===== src/rtl/apb_bus_arbiter.sv =====
// Round-robin arbiter sharing one APB peripheral bus between NUM_MASTERS APB masters.
// Optional ACCESS-phase timeout is enabled by defining APB_ARB_TIMEOUT_EN.
module apb_bus_arbiter #(
  parameter int unsigned NUM_MASTERS    = 2,
  parameter int unsigned APB_ADDR_WIDTH = 12,
  parameter int unsigned TIMEOUT_CYCLES = 255
) (
  input  logic                                  clk_i,
  input  logic                                  rst_i,
  input  logic [NUM_MASTERS-1:0]                m_psel_i,
  input  logic [NUM_MASTERS-1:0]                m_penable_i,
  input  logic [NUM_MASTERS-1:0]                m_pwrite_i,
  input  logic [NUM_MASTERS*APB_ADDR_WIDTH-1:0] m_paddr_i,
  input  logic [NUM_MASTERS*32-1:0]             m_pwdata_i,
  output logic [31:0]                           m_prdata_o,
  output logic [NUM_MASTERS-1:0]                m_pready_o,
  output logic                                  m_pslverr_o,
  output logic                                  s_psel_o,
  output logic                                  s_penable_o,
  output logic                                  s_pwrite_o,
  output logic [APB_ADDR_WIDTH-1:0]             s_paddr_o,
  output logic [31:0]                           s_pwdata_o,
  input  logic [31:0]                           s_prdata_i,
  input  logic                                  s_pready_i,
  input  logic                                  s_pslverr_i,
  output logic [NUM_MASTERS-1:0]                grant_o
);

  localparam int unsigned N     = NUM_MASTERS;
  localparam int unsigned AW    = APB_ADDR_WIDTH;
  localparam int unsigned DW    = 32;
  localparam int unsigned IDX_W = (N > 1) ? $clog2(N) : 1;

  typedef enum logic [1:0] {
    S_IDLE   = 2'd0,
    S_SETUP  = 2'd1,
    S_ACCESS = 2'd2,
    S_DONE   = 2'd3
  } state_t;

  state_t           state_q, state_d;
  logic [IDX_W-1:0] ptr_q, ptr_d;
  logic [N-1:0]     grant_d;
  logic [N-1:0]     m_pready_d;
  logic [DW-1:0]    m_prdata_d;
  logic             m_pslverr_d;
  logic             s_psel_d, s_penable_d, s_pwrite_d;
  logic [AW-1:0]    s_paddr_d;
  logic [DW-1:0]    s_pwdata_d;

  logic [N-1:0]     req;
  logic             found;
  logic [IDX_W-1:0] win, cand;

`ifdef APB_ARB_TIMEOUT_EN
  localparam int unsigned TO_RAW_W = $clog2(TIMEOUT_CYCLES + 1);
  localparam int unsigned TO_W     = (TO_RAW_W < 8) ? 8 : ((TO_RAW_W > 16) ? 16 : TO_RAW_W);
  logic [TO_W-1:0] to_cnt_q, to_cnt_d;
  logic            unused_ok;
  assign unused_ok = ^m_penable_i;
`else
  logic            unused_ok;
  assign unused_ok = ^{m_penable_i, TIMEOUT_CYCLES};
`endif

  // A master whose completion pulse is on the bus this cycle still shows its old PSEL; ignore it.
  assign req = m_psel_i & ~m_pready_o;

  always_comb begin
    state_d     = state_q;
    ptr_d       = ptr_q;
    grant_d     = grant_o;
    m_pready_d  = '0;
    m_prdata_d  = m_prdata_o;
    m_pslverr_d = m_pslverr_o;
    s_psel_d    = s_psel_o;
    s_penable_d = s_penable_o;
    s_pwrite_d  = s_pwrite_o;
    s_paddr_d   = s_paddr_o;
    s_pwdata_d  = s_pwdata_o;
    found       = 1'b0;
    win         = ptr_q;
    cand        = '0;
`ifdef APB_ARB_TIMEOUT_EN
    to_cnt_d    = to_cnt_q;
`endif

    // First requester after the last winner, wrapping around.
    for (int unsigned k = 1; k <= N; k++) begin
      cand = IDX_W'((32'(ptr_q) + k) % N);
      if (!found && req[cand]) begin
        found = 1'b1;
        win   = cand;
      end
    end

    case (state_q)
      S_IDLE: begin
        if (found) begin
          state_d      = S_SETUP;
          ptr_d        = win;
          grant_d      = '0;
          grant_d[win] = 1'b1;
          s_psel_d     = 1'b1;
          s_penable_d  = 1'b0;
          s_pwrite_d   = m_pwrite_i[win];
          s_paddr_d    = m_paddr_i[32'(win) * AW +: AW];
          s_pwdata_d   = m_pwdata_i[32'(win) * DW +: DW];
        end
      end
      S_SETUP: begin
        state_d     = S_ACCESS;
        s_penable_d = 1'b1;
`ifdef APB_ARB_TIMEOUT_EN
        to_cnt_d    = '0;
`endif
      end
      S_ACCESS: begin
        if (s_pready_i) begin
          state_d     = S_DONE;
          s_psel_d    = 1'b0;
          s_penable_d = 1'b0;
          m_prdata_d  = s_prdata_i;
          m_pslverr_d = s_pslverr_i;
        end
`ifdef APB_ARB_TIMEOUT_EN
        else if (to_cnt_q == TO_W'(TIMEOUT_CYCLES - 1)) begin
          state_d     = S_DONE;
          s_psel_d    = 1'b0;
          s_penable_d = 1'b0;
          m_prdata_d  = '0;
          m_pslverr_d = 1'b1;
        end else begin
          to_cnt_d = to_cnt_q + TO_W'(1);
        end
`endif
      end
      S_DONE: begin
        state_d    = S_IDLE;
        m_pready_d = grant_o;
        grant_d    = '0;
      end
      default: state_d = S_IDLE;
    endcase
  end

  always_ff @(posedge clk_i or posedge rst_i) begin
    if (rst_i) begin
      state_q     <= S_IDLE;
      ptr_q       <= IDX_W'(N - 1);
      grant_o     <= '0;
      m_pready_o  <= '0;
      m_prdata_o  <= '0;
      m_pslverr_o <= 1'b0;
      s_psel_o    <= 1'b0;
      s_penable_o <= 1'b0;
      s_pwrite_o  <= 1'b0;
      s_paddr_o   <= '0;
      s_pwdata_o  <= '0;
`ifdef APB_ARB_TIMEOUT_EN
      to_cnt_q    <= '0;
`endif
    end else begin
      state_q     <= state_d;
      ptr_q       <= ptr_d;
      grant_o     <= grant_d;
      m_pready_o  <= m_pready_d;
      m_prdata_o  <= m_prdata_d;
      m_pslverr_o <= m_pslverr_d;
      s_psel_o    <= s_psel_d;
      s_penable_o <= s_penable_d;
      s_pwrite_o  <= s_pwrite_d;
      s_paddr_o   <= s_paddr_d;
      s_pwdata_o  <= s_pwdata_d;
`ifdef APB_ARB_TIMEOUT_EN
      to_cnt_q    <= to_cnt_d;
`endif
    end
  end

endmodule


===== config.mk =====
export PLATFORM = sky130hd
export DESIGN_NAME = apb_bus_arbiter
export DESIGN_NICKNAME = d
export VERILOG_FILES = /design/src/rtl/apb_bus_arbiter.sv
export SDC_FILE = /design/constraint.sdc
export NUM_CORES = 1
export LEC_CHECK = 0
export BUFFER_PORTS_ARGS = -buffer_cell sky130_fd_sc_hd__buf_4
export CAP_MARGIN = 20
export CORE_ASPECT_RATIO = 1.5
export CORE_MARGIN = 2
export CORE_UTILIZATION = 45
export CTS_CLUSTER_DIAMETER = 200
export DETAILED_ROUTE_END_ITERATION = 12
export PLACE_DENSITY_LB_ADDON = 0.25
export SYNTH_ARGS = -nofsm -noshare
export SYNTH_HDL_FRONTEND = slang
export SYNTH_SLANG_ARGS = --single-unit
export TNS_END_PERCENT = 30

===== constraint.sdc =====
create_clock -name clk_i -period 4.6 [get_ports clk_i]
set_input_delay 1.38 -clock clk_i [delete_from_list [all_inputs] [get_ports clk_i]]
set_output_delay 1.38 -clock clk_i [all_outputs]
set_load 0.005 [all_outputs]

After elaboration in Yosys (flattened, before gate mapping) --
Cells that the tools add are included.
Operators by class: equal/unequal tests 5, reduce and logical (&&, ||, !) cells 13, bitwise gates (word level) 2, add/sub/neg operators 2, $mul 1, mux-type cells 23, shifts and indexed selects 2, magnitude comparators 4
Operators with widths (number):
- $shiftx A64 B7 Y32 | 1
- $shiftx A24 B6 Y12 | 1
- $mux W1 | 14
- $mux W2 | 4
- $pmux W2 S4 | 1
- $reduce_and A2 Y1 | 4
- $lt A1 B2 Y1 const B | 3
- $reduce_and A3 Y1 | 2
- $eq A2 B2 Y1 const B | 2
- $ne A2 B2 Y1 const B | 2
- $pmux W2 S2 | 1
- $reduce_bool A2 Y1 | 2
- $mul A1 B2 Y3 const B | 1
- $pmux W1 S3 | 1
- $reduce_bool A3 Y1 | 1
- $add A1 B1 Y1 const B | 2
- $and A2 B2 Y2 | 1
- $eq A2 B1 Y1 const B | 1
- $logic_and A1 B1 Y1 | 2
- $logic_not A2 Y1 | 1
- $not A2 Y2 | 1
- $pmux W1 S2 | 1
- $demux W1 S1 | 1
- $ge A1 B1 Y1 const B | 1
- $logic_not A1 Y1 | 1
Word-level totals: output and inout port bits 84, word-level logic and storage cells 63, register bits 87, input bits 130

Depth between registers and ports, before layout --
depth after elaboration 14, depth in mapped cells 7, gate-level depth less buffers 5

Least setup slack after synthesis --
Ideal clock, no wire load.
kind input-to-reg, start point input m_psel_i[1], end point register s_paddr_o[0], path buffers 2, setup slack 2.231 ns, arrival time 2.243 ns, stages 5, required time 4.474 ns, setup time 0.126 ns, cells stage by stage nor2b_1 and3_1 buf_6 buf_6 a221o_1
Between the ends: longest elaborated chain between the ends 9, elaborated cells on any way between the ends 14, those cells by class mul (1); shift (1); mux (8); bitwise (1); reduce/logical (3)
Ends and longest elaborated chain:
- start: declaration | line 10 | input logic [NUM_MASTERS-1:0] m_psel_i,
- $and A2 B2 Y2 (*) | line 67 | assign req = m_psel_i & ~m_pready_o;
- $mux W1 (not written as such) (2 in series) | line 91 | if (!found && req[cand]) begin
- $mux W1 | line 91
- $logic_not A1 Y1 | line 91
- $logic_and A1 B1 Y1 | line 91
- $mux W1 | line 91
- $mul A1 B2 Y3 | line 107 | s_paddr_d = m_paddr_i[32'(win) * AW +: AW];
- $shiftx A24 B6 Y12 | line 107
- end signal: assignment | line 173 | s_paddr_o <= s_paddr_d;
- end: declaration | line 21 | output logic [APB_ADDR_WIDTH-1:0] s_paddr_o,
Mark *: on every way between the ends. The rest lies on a longest branch, timed or not. The select of a mux whose other input is x is not followed. A chain may end at the register's enable or synchronous reset.

Worst setup path after layout --
start point input m_psel_i[1], end point register s_pwdata_o[29]
Between the ends: longest elaborated chain between the ends 8, elaborated cells on any way between the ends 13, those cells by class shift (1); mux (8); bitwise (1); reduce/logical (3)
Ends and longest elaborated chain:
- $and A2 B2 Y2 (*) | line 67
- $mux W1 (not written as such) (2 in series) | line 91
- $mux W1 | line 91
- $logic_not A1 Y1 | line 91
- $logic_and A1 B1 Y1 | line 91
- $mux W1 | line 91
- $shiftx A64 B7 Y32 or $reduce_and A2 Y1 (tied branches)
- end signal: assignment | line 174 | s_pwdata_o <= s_pwdata_d;
- end: declaration | line 22 | output logic [31:0] s_pwdata_o,
Marked as above.

==> impl_metrics.ini <==
[clock_tree]
clockBufferDepth = 2
cts_sinks = 87
worst_skew_pair.late_latency_ns = 0.33
ctsResizeCount = 0
cts_buffers = 9
post_cts_buffers = 0
cts_tree = done
htreeDepth = 3
holdBufCountCts = 0
clk_pin_slew_ns = 0.06
root_buffer = clkbuf_16

[global_routing]
overflow = 0
grt_max_degree = 57
gr-usage-all-layers_pct = 24.16
grt_antenna_before_repair = 0
first_global_vias = 3465
grt_pass1_wl_um = 17590

[critical_path]
r2r_cells = 5
cp-endpoint = s_pwdata_o[29]$_DFFE_PP0P_
rr_endpoint = s_pwdata_o[29]$_DFFE_PP0P_
cp_data_arrival_time_ns = 3.01
path_class = primary input to flip-flop
required_ns = 4.81
cp-end-kind = flip-flop
ff2ff_setup_slack_ns = 2.08
cp_max_fo = 27
rr_startpoint = state_q[0]$_DFFE_PP0P_
cp-start-kind = primary input
crit_start = m_psel_i[1]

[synthesis]
synth_top_area_cell = dfrtp_1
synth_nets = 462
ys_seq_area_share_pct = 55.57
syn-instance-count = 326
synth_commonest_cells = dfrtp_1, nand2_1, a221o_1, nor3_1, mux2_1
yosys_register_bits = 87
synth-async-reset-ratio_pct = 100.0
synth_cell_types = 33
syn_avg_cell_area_um2 = 12.02
synthMostInstantiatedCell = dfrtp_1
synth-warning-count = 0
synth-main-ff-cell = dfrtp_1
synth_edf_count = 0
netlist.area_leader.share_pct = 54.90
syn-cell-area_um2 = 3920
synthTopCellsByArea = dfrtp_1, a221o_1, mux2_1, nor3_1, nand2_1

[sta]
slew_headroom_pct = 36.99
drv_slew = 0
post-route-period-util_pct = 60.71
hold_ws_ns = 0.4950
tns_ns = 0
fmax_mhz = 358.1
worst_pin_slew_ns = 0.9440
fin_crit_ns = 2.793
hold_viol = 0
rsz0062_at_grt = false
fin_skew_ns = 0.005772
final-setup-viol-count = 0

[layout]
drive_above_1_share_pct = 45.75
nFillCells = 659
utilization_pct = 68.41
num_antenna_cells = 0
nNetsFinal = 660
area_delta_synth_final_pct = 47.72

[floorplan]
die_h_um = 118.3
row_count = 41
dieWidth_um = 80.21
die_area_um2 = 9489
start_util_pct = 46.31
core_area_um2 = 8464
pin_count = 214

[power_and_ir_drop]
leakagePower_nw = 2.825
p_per_area_nw_per_um2 = 638.8
p_total_mw = 3.699
vdd_drop_max_mv = 0.2928

[route]
firstDrtPassIters = 4
antenna_left = 0
routed_wl_um = 11520
drt-wirelength-per-cell_um = 18.12
drc = 0
avgViaCountPerCell = 5.550
vias = 3530
drt_iter0_drc = 240

[place]
place.gp.congestion = 0.7731
dp_hpwl_um = 8186
port-buffer-count = 211

[outcome]
outcome = completed

[job]
max_cap_viol_count = 0

[worst_hold_path]
min_path_type = flip-flop to flip-flop
-- layout by cell type, fill, tap and decap left out, types with 3 or more instances in the layout --
cell type and count:
clkbuf_16 9, nand2_1 47, inv_1 5, mux2_2 3
a221o_1 45, clkinv_2 3, nor3_1 45, ha_1 5
mux2_1 32, buf_4 217, dfrtp_1 86
-- power by group --
part           total, mW  switching [mW]  internal, mW
clock              0.723           0.288         0.436
combinational       1.60           0.695         0.908
sequential          1.37           0.229          1.14
-- sequential cells by signal, indices dropped and copies added, names as in the netlist, 2 cells and up --
| name | count |
|---|---|
| m_prdata_o | 32 |
| s_pwdata_o | 32 |
| s_paddr_o | 12 |
| grant_o | 2 |
| m_pready_o | 2 |
| state_q | 2 |
-- layout make-up --
type                    instances  area [um2]  area share (%)
flip-flops and latches         87        2178           37.62
well taps                     107       133.9           2.312
inverters                       6       23.77          0.4105
repair buffers                217        1629           28.13
clock inverters                 5       57.56          0.9940
multi-input cells             203        1525           26.34
clock buffers                  11       242.7           4.192
-- critical path, stage by stage --
cell and delay [ns]:
buf_4 0.11, nor3b_4 0.68, buf_4 0.44, nor3_1 0.09, a221o_1 0.29
-- per-layer routing --
| metal | vias to the layer above | global-route usage, % | wire length [um] | share of wire (%) |
|---|---|---|---|---|
| met3 | 32 | 5.038 | 734 | 6.4 |
| met2 | 173 | 40.68 | 6128 | 53 |
| met5 | - | 0 | 0 | 0 |
| li1 | 1611 | - | - | - |
| met1 | 1714 | 28.85 | 4203 | 36 |
| met4 | 0 | 11.65 | 456 | 4.0 |
-- cells by family (layout without fill, tap and decap cells) --
kind of cell	after synthesis	in the layout	share of synthesized area [%]
AO/OA/AOI/OAI	53	53	13.12
buffers and inverters	36	239	5.777
adder cells (fa/ha/maj)	6	6	1.915
multiplexers	35	35	10.05
AND/OR/NAND/NOR	109	109	13.57
flip-flops	87	87	55.57
-- metrics by stage --
stage	std cells	worst slack (ns)	area (um2)
after detailed placement	620	1.444	5490
after global routing	636	1.677	5791
after floorplan	326	0.9715	3920
after CTS	636	1.797	5791
final	636	1.807	5791
after global placement	620	1.493	5490
-- how the worst min path moves through the flow --
stage / startpoint / cells past startpoint / end / slack (ns)
2_1_floorplan: ptr_q$_DFFE_PP1P_ / 2 / ptr_q$_DFFE_PP1P_ / 0.45
3_3_place_gp: m_prdata_o[7]$_DFFE_PP0P_ / 1 / m_prdata_o[7]$_DFFE_PP0P_ / 0.48
3_5_place_dp: m_prdata_o[19]$_DFFE_PP0P_ / 1 / m_prdata_o[19]$_DFFE_PP0P_ / 0.48
4_1_cts: m_prdata_o[27]$_DFFE_PP0P_ / 1 / m_prdata_o[27]$_DFFE_PP0P_ / 0.50
5_1_grt: m_prdata_o[30]$_DFFE_PP0P_ / 1 / m_prdata_o[30]$_DFFE_PP0P_ / 0.51
6_report: m_prdata_o[27]$_DFFE_PP0P_ / 1 / m_prdata_o[27]$_DFFE_PP0P_ / 0.49
(Power assumes the default switching activity.)
